===== src/rtl/id_ex_pipeline_reg.sv =====
`default_nettype none
// ============================================================================
//  Module      : id_ex_pipeline_reg
//  Description : ID/EX pipeline register of the 32-bit PA-RISC PPU. Carries
//                decoded operands, the raw 21-bit immediate, the operand-
//                handler select and the execute/memory controls from decode
//                into execute. Supports stall (hold), squash (flush) and a
//                per-entry valid bit.
//  Ports       : clk, reset (sync, active-high), hold, flush,
//                id_* inputs (valid, ra, rb, imm, soh_s, alu_op, rd, rf_le,
//                mem_en, mem_rw, mem_size, load, pc),
//                ex_* registered outputs (same set).
//  Options     : ID_EX_BUBBLE_CNT_EN adds output bubble_cnt[15:0], a
//                saturating count of bubbles loaded.
//  Revision    : 1.0 - initial release
// ============================================================================
module id_ex_pipeline_reg #(
    parameter int PC_W    = 32,
    parameter int ALUOP_W = 4
) (
    input  logic               clk,
    input  logic               reset,
    input  logic               hold,
    input  logic               flush,
    input  logic               id_valid,
    input  logic [31:0]        id_ra,
    input  logic [31:0]        id_rb,
    input  logic [20:0]        id_imm,
    input  logic [2:0]         id_soh_s,
    input  logic [ALUOP_W-1:0] id_alu_op,
    input  logic [4:0]         id_rd,
    input  logic               id_rf_le,
    input  logic               id_mem_en,
    input  logic               id_mem_rw,
    input  logic [1:0]         id_mem_size,
    input  logic               id_load,
    input  logic [PC_W-1:0]    id_pc,
    output logic               ex_valid,
    output logic [31:0]        ex_ra,
    output logic [31:0]        ex_rb,
    output logic [20:0]        ex_imm,
    output logic [2:0]         ex_soh_s,
    output logic [ALUOP_W-1:0] ex_alu_op,
    output logic [4:0]         ex_rd,
    output logic               ex_rf_le,
    output logic               ex_mem_en,
    output logic               ex_mem_rw,
    output logic [1:0]         ex_mem_size,
    output logic               ex_load,
`ifdef ID_EX_BUBBLE_CNT_EN
    output logic [15:0]        bubble_cnt,
`endif
    output logic [PC_W-1:0]    ex_pc
);

    typedef struct packed {
        logic               valid;
        logic [31:0]        ra;
        logic [31:0]        rb;
        logic [20:0]        imm;
        logic [2:0]         soh_s;
        logic [ALUOP_W-1:0] alu_op;
        logic [4:0]         rd;
        logic               rf_le;
        logic               mem_en;
        logic               mem_rw;
        logic [1:0]         mem_size;
        logic               load;
        logic [PC_W-1:0]    pc;
    } entry_t;

    // A bubble is the all-zero entry, which is also the reset value.
    localparam entry_t C_BUBBLE = '0;

    entry_t entry_q;
    entry_t entry_d;
    entry_t id_entry;
    logic   bubble_load;

    assign id_entry = '{
        valid:    id_valid,
        ra:       id_ra,
        rb:       id_rb,
        imm:      id_imm,
        soh_s:    id_soh_s,
        alu_op:   id_alu_op,
        rd:       id_rd,
        rf_le:    id_rf_le,
        mem_en:   id_mem_en,
        mem_rw:   id_mem_rw,
        mem_size: id_mem_size,
        load:     id_load,
        pc:       id_pc
    };

    // Flush beats hold. An invalid decode slot loads a full bubble so that no
    // control bit can be set while the entry is invalid.
    always_comb begin
        entry_d     = entry_q;
        bubble_load = 1'b0;
        if (flush || (!hold && !id_valid)) begin
            entry_d     = C_BUBBLE;
            bubble_load = 1'b1;
        end else if (!hold) begin
            entry_d = id_entry;
        end
    end

    always_ff @(posedge clk) begin
        if (reset) begin
            entry_q <= C_BUBBLE;
        end else begin
            entry_q <= entry_d;
        end
    end

    assign ex_valid    = entry_q.valid;
    assign ex_ra       = entry_q.ra;
    assign ex_rb       = entry_q.rb;
    assign ex_imm      = entry_q.imm;
    assign ex_soh_s    = entry_q.soh_s;
    assign ex_alu_op   = entry_q.alu_op;
    assign ex_rd       = entry_q.rd;
    assign ex_rf_le    = entry_q.rf_le;
    assign ex_mem_en   = entry_q.mem_en;
    assign ex_mem_rw   = entry_q.mem_rw;
    assign ex_mem_size = entry_q.mem_size;
    assign ex_load     = entry_q.load;
    assign ex_pc       = entry_q.pc;

`ifdef ID_EX_BUBBLE_CNT_EN
    logic [15:0] bubble_cnt_q;
    logic [15:0] bubble_cnt_d;

    always_comb begin
        bubble_cnt_d = bubble_cnt_q;
        if (bubble_load && (bubble_cnt_q != 16'hFFFF)) begin
            bubble_cnt_d = bubble_cnt_q + 16'd1;
        end
    end

    always_ff @(posedge clk) begin
        if (reset) begin
            bubble_cnt_q <= 16'd0;
        end else begin
            bubble_cnt_q <= bubble_cnt_d;
        end
    end

    assign bubble_cnt = bubble_cnt_q;
`else
    // Bubble indication only feeds the optional counter.
    logic unused_bubble_load;
    assign unused_bubble_load = bubble_load;
`endif

endmodule
`default_nettype wire

===== config.mk =====
export PLATFORM = sky130hd
export DESIGN_NAME = id_ex_pipeline_reg
export DESIGN_NICKNAME = d
export VERILOG_FILES = /design/src/rtl/id_ex_pipeline_reg.sv
export SDC_FILE = /design/constraint.sdc
export NUM_CORES = 1
export LEC_CHECK = 0
export CAP_MARGIN = 10
export CORE_MARGIN = 2
export CORE_UTILIZATION = 30
export DETAILED_ROUTE_END_ITERATION = 6
export MAX_ROUTING_LAYER = met4
export PLACE_DENSITY = 0.65
export SYNTH_ARGS = -nofsm -noshare
export SYNTH_HDL_FRONTEND = slang
export SYNTH_SLANG_ARGS = --single-unit

===== constraint.sdc =====
create_clock -name clk -period 1.5 [get_ports clk]
set_clock_uncertainty 0.2 [all_clocks]
set_input_delay 0.3 -clock clk [delete_from_list [all_inputs] [get_ports clk]]
set_output_delay 0.3 -clock clk [all_outputs]
set_load 0.01 [all_outputs]

==> flow_summary.yaml <==
cells_and_area:
  syn_to_final_growth_pct: 62.6
  final_util_pct: 49.3
  n_antenna_cell: 0
  nets: 1009
  drive_above_1_share_pct: 31.2
clocking:
  worstSkewPairLatency_ps: 410
  cts_buffers: 17
  cts-root-buf: "clkbuf_16"
  clock_sinks: 136
  postCtsSetupBuffers: 0
  cts_buffer_depth: 2
  ctsHtreeMaxLevel: 4
  tritoncts: "yes"
  hold_buffers: 0
  path_clk_slew_ps: 60
setup_path:
  rrSetupSlack_ps: 710
  cp_slowest_stage_delay_ps: 340
  worstPathCellList: "clkdlybuf4s15_2"
  r2r_start: "ex_rb[18]"
  crit_path_start: "ex_rb[5]"
  crit_type: "flop to output port"
  arrival_ps: 970
  cp-end-kind: "output port"
  start_kind: "flop"
  path_max_fanout: 2
  crit_family: "flip-flops"
  slowest_stage: "dfxtp_1"
  required_ps: 1000
  path_buf_inv: 1
synth:
  synth-edff-count: 0
  yosysMostFrequentCell: "dfxtp_1"
  ys_seq_elements: 136
  synth.top_cells.by_area: "dfxtp_1 50%, nand3b_1 19%, nand2_1 9.4%"
  synth_top_area_cell: "dfxtp_1"
  synth_flop_cell: "dfxtp_1"
  yosysWarnings: 0
  synthCells: 604
  synth_cell_type_count: 13
  synth_top_area_share_pct: 50.3
  synth_commonest_cells: "136 x dfxtp_1, 135 x nand2_1, 135 x nand3b_1"
  syn_area_per_cell_um2: 8.95
  netlist_area_mm2: 0.00541
  seq_area_frac_synth_pct: 50.3
  synth_nets: 744
  synth-async-reset-ratio_pct: 0
status:
  status: "completed"
timing:
  finalSetupViolCount: 0
  worst_pin_slew_ps: 247
  hold_slack_ps: 29.4
  fin_crit_sh_pct: 98.2
  fmax_ghz: 0.679
  fin_tns_setup_ps: 0
  post-route-min-period_ps: 1470
  maxSlewViolCount: 0
  final_hold_viol_count: 0
  rsz0062_at_grt: "false"
  slew_headroom_pct: 83.5
route:
  vias_per_cell: 4.65
  routed-via-count: 5156
  drtPass1Iterations: 6
  antenna_left: 0
  wl_um: 16600
  wl_per_cell_um: 15.0
  drcViolationCount: 0
  drt_iter0_markers: 235
power:
  powerDensity_mw_per_mm2: 1040
  peakVddDrop_mv: 0.732
  p_leak_nw: 3.22
  p_clk_share_pct: 47.5
  power_frac_seq_pct: 40.9
  p_int_mw: 7.05
  sw_frac_of_total_pct: 22.7
  pwr-share-comb_pct: 11.6
  total_power_mw: 9.11
  switchingPower_mw: 2.06
place:
  portBuffers: 275
  dp_hpwl_um: 11700
  gp_congestion: 0.747
worst_hold_path:
  hold_path_class: "primary input to flop"
  hp-start: "hold"
job:
  cap_violations: 0
floorplan:
  die_area_mm2: 0.0191
  initial_utilization_pct: 30.3
  fp.dieW_um: 138
  rows: 49
  ios: 276
  coreArea_mm2: 0.0178
  die_h_um: 138
global_route:
  track_usage_pct: 17.7
  grt_overflow: 0
  grt_pass1_wl_um: 26600
  grt_max_degree: 50
  grt_pass1_vias: 4984
  antenna_found_initial: 0
## kinds of logic after synthesis
| group | count (synthesis) | share of synthesized area (%) |
|---|---|---|
| AND/OR/NAND/NOR | 272 | 28.3 |
| flip-flops | 136 | 50.3 |
| AO/OA/AOI/OAI | 135 | 15.3 |
| buffers and inverters | 60 | 5.90 |
| multiplexers | 1 | 0.185 |
## power by group through the flow
| stage | Combinational (mW) | Sequential, mW | Clock [mW] |
|---|---|---|---|
| after detailed placement | 1.11 | 3.80 | 0 |
| final | 1.05 | 3.73 | 4.33 |
| after global placement | 1.11 | 3.80 | 0 |
| after global routing | 1.14 | 3.73 | 4.60 |
| after floorplan | 0.401 | 3.83 | 0 |
| after CTS | 1.08 | 3.72 | 4.46 |
## final timing paths
check                           cells after the start   endpoint
worst max-delay path                                1   ex_rb[5]
worst min-delay path                                3  ex_pc[26]
worst max register to register                      2  ex_rb[18]
worst min register to register                      2  ex_pc[22]
## cell type report
| class | instances | area, um^2 |
|---|---|---|
| repair buffers | 306 | 2760 |
| clock inverters | 11 | 146 |
| clock buffers | 20 | 467 |
| fillers | 1758 | 9050 |
| multi-input cells | 408 | 2370 |
| well taps | 229 | 287 |
| flip-flops and latches | 136 | 2770 |
## metal layers
layer	vias to the layer above	track usage [%]	wire [um]
met3	22	4.95	1130
met1	2355	21.9	7290
met2	198	27.7	7880
met4	0	6.50	318
li1	2581	-	-
met5	-	-	0
## what timing repair did
action	CTS	global route
resized for setup	449	72
pin swaps	0	0
setup endpoints to repair	136	70
## sequential cells by signal, indices dropped and copies added, names as in the netlist, 2 cells and up
name and cells:
ex_mem_size 2, ex_alu_op 4, ex_rd 5, ex_imm 21, ex_soh_s 3, ex_ra 32
ex_pc 32, ex_rb 32
## metrics by stage
step | instance area [um^2] | setup WS (ps) | cells
2_1_floorplan | 5410 | 228 | 604
3_3_place_gp | 8550 | -206 | 1079
3_5_place_dp | 8550 | -252 | 1079
4_1_cts | 9090 | 0.0715 | 1110
5_1_grt | 8790 | 0.224 | 1110
6_report | 8790 | 27.5 | 1110
## layout by cell type (no fill, tap or decap), drive strengths merged, types with 2 or more instances in the layout
cell type / netlist / routed
clkdlybuf4s50: 0 / 137
clkinv: 0 / 5
a21oi: 135 / 135
nand3b: 135 / 135
bufinv: 0 / 3
clkdlybuf4s15: 0 / 43
clkinvlp: 0 / 2
nand2: 135 / 135
buf: 32 / 112
dfxtp: 136 / 136
clkbuf: 28 / 34
## worst reg2reg max path: cells and delay by family, from the launching register on
| kind | cells | cell delay [ps] |
|---|---|---|
| AO/OA/AOI/OAI | 1 | 110 |
| flip-flops | 1 | 350 |
| AND/OR/NAND/NOR | 1 | 70 |
Note: power is estimated with default switching activity, not from simulation.
